**src/rtl/support_processing_unit_mc.sv**
```systemverilog
// Boundary support unit: stores exposed data per context/channel on a global
// switch and restores it later; a local switch bypasses the store entirely.
module support_processing_unit_mc #(
    parameter int ADDRESS_WIDTH       = 6,
    parameter int NUM_CONTEXTS        = 2,
    parameter int NUM_CHANNELS        = 4,
    parameter int STAGE_WIDTH         = 2,
    parameter int STAGE_IDLE          = 0,
    parameter int STAGE_WRITE_TO_MEM  = 1,
    parameter int STAGE_READ_FROM_MEM = 2
) (
    input  logic                                            clk,
    input  logic                                            reset,
    input  logic [STAGE_WIDTH-1:0]                          global_stage,
    input  logic [NUM_CHANNELS*(ADDRESS_WIDTH+3)-1:0]       input_data,
    input  logic [NUM_CHANNELS-1:0]                         channel_enable,
    input  logic                                            local_context_switch,
    output logic [NUM_CHANNELS*(ADDRESS_WIDTH+3)-1:0]       output_data,
    output logic [((NUM_CONTEXTS > 1) ? $clog2(NUM_CONTEXTS) : 1)-1:0] context_id,
    output logic                                            read_miss
);

    localparam int EXPOSED_DATA_SIZE = ADDRESS_WIDTH + 3;
    localparam int W                 = NUM_CHANNELS * EXPOSED_DATA_SIZE;
    localparam int CW                = (NUM_CONTEXTS > 1) ? $clog2(NUM_CONTEXTS) : 1;

    localparam logic [STAGE_WIDTH-1:0] ST_IDLE  = STAGE_WIDTH'(STAGE_IDLE);
    localparam logic [STAGE_WIDTH-1:0] ST_WRITE = STAGE_WIDTH'(STAGE_WRITE_TO_MEM);
    localparam logic [STAGE_WIDTH-1:0] ST_READ  = STAGE_WIDTH'(STAGE_READ_FROM_MEM);
    localparam logic [CW-1:0]          LAST_CTX = CW'(NUM_CONTEXTS - 1);

    logic [STAGE_WIDTH-1:0]  stage;
    logic [STAGE_WIDTH-1:0]  last_stage;
    logic                    last_switch_local;
    logic [W-1:0]            mem   [NUM_CONTEXTS];
    logic [NUM_CHANNELS-1:0] valid [NUM_CONTEXTS];

    logic         write_start;
    logic         read_start;
    logic         global_write;
    logic [W-1:0] restore_data;
    logic         restore_miss;

    // Actions fire only on the first cycle of a stage, never while it is held.
    assign write_start  = (stage == ST_WRITE) && (last_stage != ST_WRITE);
    assign read_start   = (stage == ST_READ)  && (last_stage != ST_READ);
    assign global_write = write_start && !local_context_switch;

    // NOTE: every always_comb output gets a default first so no latch is inferred.
    always_comb begin
        restore_data = '0;
        for (int k = 0; k < NUM_CHANNELS; k++) begin
            if (valid[context_id][k]) begin
                restore_data[k*EXPOSED_DATA_SIZE +: EXPOSED_DATA_SIZE] =
                    mem[context_id][k*EXPOSED_DATA_SIZE +: EXPOSED_DATA_SIZE];
            end
        end
        restore_miss = ~&valid[context_id];
    end

    // NOTE: sequential state uses non-blocking assignments so all registers
    // sample pre-edge values, independent of statement order.
    always_ff @(posedge clk or posedge reset) begin
        if (reset) begin
            stage             <= ST_IDLE;
            last_stage        <= ST_IDLE;
            output_data       <= '0;
            context_id        <= '0;
            read_miss         <= 1'b0;
            last_switch_local <= 1'b0;
            for (int c = 0; c < NUM_CONTEXTS; c++) begin
                valid[c] <= '0;
            end
        end else begin
            stage      <= global_stage;
            last_stage <= stage;
            read_miss  <= 1'b0;

            if (write_start) begin
                last_switch_local <= local_context_switch;
                if (local_context_switch) begin
                    output_data <= input_data;
                end else begin
                    valid[context_id] <= valid[context_id] | channel_enable;
                    context_id        <= (context_id == LAST_CTX) ? '0 : context_id + 1'b1;
                end
            end

            if (read_start && !last_switch_local) begin
                output_data <= restore_data;
                read_miss   <= restore_miss;
            end
        end
    end

    // NOTE: the data array is deliberately not reset; the valid bits alone
    // decide whether stored contents are ever observed.
    always_ff @(posedge clk) begin
        if (global_write) begin
            for (int k = 0; k < NUM_CHANNELS; k++) begin
                if (channel_enable[k]) begin
                    mem[context_id][k*EXPOSED_DATA_SIZE +: EXPOSED_DATA_SIZE] <=
                        input_data[k*EXPOSED_DATA_SIZE +: EXPOSED_DATA_SIZE];
                end
            end
        end
    end

endmodule

```
**config.mk**
```make
export PLATFORM = sky130hd
export DESIGN_NAME = support_processing_unit_mc
export DESIGN_NICKNAME = d
export VERILOG_FILES = /design/src/rtl/support_processing_unit_mc.sv
export SDC_FILE = /design/constraint.sdc
export NUM_CORES = 1
export LEC_CHECK = 0
export CORE_ASPECT_RATIO = 0.6
export CORE_MARGIN = 2
export CORE_UTILIZATION = 48
export DETAILED_ROUTE_END_ITERATION = 12
export PLACE_DENSITY = 0.79
export SYNTH_ARGS = -nofsm -noshare
export SYNTH_HDL_FRONTEND = slang
export SYNTH_SLANG_ARGS = --single-unit
```
**constraint.sdc**
```tcl
create_clock -name clk -period 1.9 [get_ports clk]
set_clock_uncertainty 0.05 [all_clocks]
set_input_delay 0.57 -clock clk [delete_from_list [all_inputs] [get_ports clk]]
set_output_delay 0.57 -clock clk [all_outputs]
set_load 0.02 [all_outputs]
```
Yosys cells after proc, flatten, opt, wreduce, memory -nomap -nowiden
Memories as Yosys holds them, arrays and structs flattened.
Cells that the tools add are included.
{ "word_totals": {"regBits": 51, "mem_bits_rw": 72, "output_inout_bits": 38, "wordCells": 59, "n_memories": 1} }
{ "memory_table": {"columns": ["memory", "depth", "word_bits", "rd", "rd_clocked_by_memory_dff", "wr", "line_no", "rtl"], "rows": [
  ["mem", 2, 36, 1, 0, 1, "35", "logic [W-1:0] mem [NUM_CONTEXTS];"]
]} }
{ "classes": {"addsub": 1, "order_cmp": 2, "n_eq_ne": 4, "mux": 27, "bitwise_logic": 3, "reduce_logical": 13} }
{ "op_table": {"columns": ["operator", "n"], "rows": [
  ["36-bit two-way mux", 3],
  ["9-bit two-way mux", 4],
  ["4-bit two-way mux", 4],
  ["1-bit two-way mux", 14],
  ["8-bit bitwise mux", 1],
  ["1-bit logical AND", 5],
  ["4-bit demux with 1-bit select", 1],
  ["4-bit OR", 1],
  ["2-bit AND reduction", 2],
  ["4-bit AND reduction", 1],
  ["2-bit nonzero test", 2],
  ["1-bit zero test", 3],
  ["2-bit by 1-bit == test with 1-bit output, second input constant", 1],
  ["2-bit == test, second input constant", 1],
  ["2-bit greater-or-equal comparator, second input constant", 1],
  ["2-bit by 1-bit less-than comparator with 1-bit output, second input constant", 1],
  ["2-bit by 1-bit != test with 1-bit output, second input constant", 1],
  ["2-bit != test, second input constant", 1],
  ["1-bit inverter with 2-bit output", 1],
  ["1-bit adder, second input constant", 1],
  ["1-bit inverter", 1]
]} }

Longest topological paths before layout
{ "logic_depth": {"word_depth": 7, "ltp_mapped": 6} }

Least setup slack after synthesis
Ideal clock, no wire load.
{ "synth_timing": {"path_type": "reg2reg", "startpoint": "register context_id", "endpoint": "memory mem[0][0] (netlist bit) (enable)", "setup_time_ns": 0.337, "t_arrival_ns": 1.673, "required_ns": 1.513, "path_slack_ns": -0.161, "stages_incl_launch_ff": 6, "n_path_buf": 3, "path_cell_list": "dfrtp_1 -> buf_2 -> buf_2 -> clkbuf_1 -> nor4_1 -> and2_1"} }
{ "synth_rtl": {"columns": ["item", "line_no", "rtl"], "rows": [
  ["start, declared", "19", "output logic [((NUM_CONTEXTS > 1) ? $clog2(NUM_CONTEXTS) : 1)-1:0] context_id,"],
  ["start signal, assigned", "85", "context_id <= (context_id == LAST_CTX) ? '0 : context_id + 1'b1;"],
  ["end, declared", "35", null]
]} }
Straight into the memory's write port.

Worst setup path after layout
{ "layout_timing": {"startpoint": "register stage[1]", "endpoint": "memory mem[0][19] (netlist bit) (enable)"} }
{ "layout_via": {"elab_chain_cells": 5} }
{ "layout_lines": {"columns": ["item", "line_no", "rtl"], "rows": [
  ["start, declared", "32", "logic [STAGE_WIDTH-1:0] stage;"],
  ["start signal, assigned", "75", "stage <= global_stage;"],
  ["2-bit by 1-bit == test with 1-bit output", "45", "assign write_start = (stage == ST_WRITE) && (last_stage != ST_WRITE);"],
  ["1-bit logical AND", "45", null],
  ["1-bit logical AND", "47", "assign global_write = write_start && !local_context_switch;"],
  ["1-bit two-way mux", "99", "if (global_write) begin"],
  ["1-bit two-way mux (implied by the code)", "102", "mem[context_id][k*EXPOSED_DATA_SIZE +: EXPOSED_DATA_SIZE] <="]
]} }
Every way passes these cells.

==> impl_metrics.toml <==
[timing]
fin_tns_setup_ns = 0
maxSlewViolCount = 0
period_minus_slack_ns = 1.82
setup_viol = 0
grt_setup_unrepaired = "no"
worst_slew_pin_slew_ns = 0.456
post-route-period-util_pct = 96.0
timing.fmax_mhz = 548
final_hold_viol_count = 0
max-slew-margin-rel_pct = 69.6

[place]
place_area_sq_um = 6350
gp_congestion = 0.791
dpl.hpwl_um = 8320
portBuffers = 82

[route]
drtPass1Iterations = 5
drtIter0Drc = 313
wire_per_inst_um = 23.1
wl_um = 14200
drc = 0
drtAntennaViolNets = 0
vias = 4063
routed_via_density = 6.61

[worst_hold_path]
hp-start = "valid[2]$_DFFE_PP0P_"
hp-class = "reg2reg"
holdPathEnd = "valid[2]$_DFFE_PP0P_"
hold_depth = 1

[floorplan]
start_util_pct = 49.7
rows = 29
die_h_um = 85.4
die_w_um = 140
ioPinCount = 83
die_area_sq_um = 11900
core_sq_um = 10700

[clock_network]
cts_tree = "done"
clock_sinks = 123
clock_latency_ns = 0.42
numCtsBuffers = 17
clk_path_buf_depth = 2
cts_resized = 42
post_cts_buffers = 0
clkTransAtPathRegs_ns = 0.05
htree_num_levels = 4
root_buffer = "clkbuf_16"
cts_hold_buf = 0

[power_and_ir_drop]
leakagePower_nw = 2.49
ir_drop_mv = 0.750
fin_total_pwr_mw = 9.25
powerDensity_nw_per_um2 = 1330

[layout]
fill_cells = 793
drive_above_1_share_pct = 23.5
antenna_cells = 0
multi_input_area_sq_um = 1720
ff_latch_area_sq_um = 3440
fin_nets = 508
stdcell_area_sq_um = 6930
flow.area_growth_from_synthesis_pct = 30.7

[global_routing]
antenna_found_initial = 0
grt_max_degree = 52
grt-ovfl-total = 0
grt_pass1_wl_um = 22400
track_usage_pct = 24.7
grt_pass1_vias = 4098

[critical_path]
ff2ff_path_depth = 4
r2r_start = "stage[1]$_DFF_PP0_"
critPathKind = "reg2reg"
worst_ep_required_time_ns = 1.94
cp.arrival_ns = 1.87
end_kind = "register"
crit_fanout = 9
reg2reg_to = "mem[0][19]$_DFFE_PP_"
cp-start-kind = "register"
r2r_slack_ns = 0.08

[job]
maxCapViolations = 0

[yosys]
synth_warnings = 0
yosysSeqAreaShare_pct = 64.8
syn_avg_cell_area_sq_um = 13.9
ys_types = 27
synth_cells = 381
ys_ff_latch = 123
syn_nets = 426
netlist_area_sq_um = 5310

[run_status]
outcome = "completed"
synth_stat cells:
cell type,number,share of area (%)
nand4_1,36,4.2
o31ai_1,37,5.2
buf_2,3,0.28
and3_1,4,0.47
nand2b_1,2,0.24
or3b_1,1,0.17
and2_1,4,0.47
nor3_1,1,0.094
nor2b_1,2,0.24
buf_1,3,0.21
a31o_2,8,1.3
buf_6,5,1.1
o21ai_0,1,0.094
inv_1,2,0.14
edfxtp_1,72,41
a211oi_1,36,5.1
inv_2,1,0.071
clkbuf_1,31,2.2
xnor2_1,1,0.17
mux2_2,39,8.3
mux2_1,1,0.21
dfrtp_1,51,24
and2b_1,1,0.14
nor4_1,1,0.12
a31oi_1,36,4.2
a41oi_2,1,0.31
or2_1,1,0.12
kinds of logic (layout without fill, tap and decap cells):
group / after synthesis / count (layout) / share of synthesized area, %
flip-flops: 123 / 123 / 64.8
AO/OA/AOI/OAI: 119 / 119 / 16.3
AND/OR/NAND/NOR: 53 / 53 / 6.30
buffers and inverters: 45 / 140 / 3.96
multiplexers: 40 / 40 / 8.49
XOR/XNOR: 1 / 1 / 0.165
worst max-delay path, stage by stage (launching register included):
cell and delay [ns]:
dfrtp_1 0.43, nand2b_1 0.27, nor4_4 0.27, buf_4 0.16, and2_2 0.31
registers in the layout, indices dropped and copies added (netlist names):
name and count:
context_id 1, last_stage 2, last_switch_local 1, mem 72, output_data 36, read_miss 1, stage 2, valid 8
how the worst max path moves through the flow:
stage	from	to	slack (ns)	cells past startpoint
floorplan	context_id$_DFFE_PP0P_	mem[0][10]$_DFFE_PP_	-0.03	5
global placement	local_context_switch	mem[1][23]$_DFFE_PP_	-0.39	4
detailed placement	local_context_switch	output_data[29]$_DFFE_PP0P_	-0.49	6
CTS	local_context_switch	mem[1][14]$_DFFE_PP_	-0.0007	4
global route	stage[1]$_DFF_PP0_	mem[1][30]$_DFFE_PP_	0.002	4
finish	stage[1]$_DFF_PP0_	mem[0][19]$_DFFE_PP_	0.08	4
power by group:
part	internal [mW]	switching, mW	leakage [nW]
logic	1.08	1.41	0.961
registers	3.24	0.262	1.24
clock network	2.17	1.10	0.289
total	6.48	2.77	2.49
per-stage QoR:
| step | cells | utilization [%] | hold slack (ns) | worst slack, ns |
|---|---|---|---|---|
| 2_1_floorplan | 381 | - | 0.321 | -0.0324 |
| 3_3_place_gp | 583 | 59.6 | 0.391 | -0.388 |
| 3_5_place_dp | 583 | 59.6 | 0.404 | -0.493 |
| 4_1_cts | 615 | 64.8 | 0.415 | -0.000695 |
| 5_1_grt | 615 | 65.0 | 0.430 | 0.00206 |
| 6_report | 615 | 65.0 | 0.416 | 0.0765 |
area by class of cell:
| type | count | share of cell area, % |
|---|---|---|
| flip-flops and latches | 123 | 49.6 |
| multi-input cells | 213 | 24.8 |
| repair buffers | 105 | 14.5 |
| clock buffers | 21 | 6.35 |
| well taps | 139 | 2.51 |
| clock inverters | 11 | 2.17 |
| inverters | 3 | 0.162 |
layer usage:
metal	wire [um]	up-vias	part of all wire, %	global-route usage, %
met4	259	0	1.8	10.1
met1	5940	2062	42	33.9
met2	6710	245	47	37.1
met3	1300	29	9.2	7.73
li1	-	1727	-	-
met5	0	-	0	0
cells in the final DEF, fill, tap and decap left out, types with 2 or more instances in the layout:
cell,Yosys,final
clkdlybuf4s50_1,0,43
edfxtp_1,72,72
mux2_2,39,39
dlygate4sd2_1,0,37
clkinv_2,0,3
buf_12,0,4
dfrtp_1,51,50
clkinv_1,0,4
a31o_2,8,8
and2_2,0,3
a211oi_1,36,36
bufinv_16,0,4
nor2b_4,0,2
a31oi_1,36,36
buf_4,0,18
and3_4,0,2
clkbuf_16,0,17
nand4_1,36,36
clkbuf_1,31,4
and3_2,0,2
o31ai_1,37,36
inv_2,1,2
nand2b_1,2,2
No activity file was read; power rests on OpenSTA's default activity.
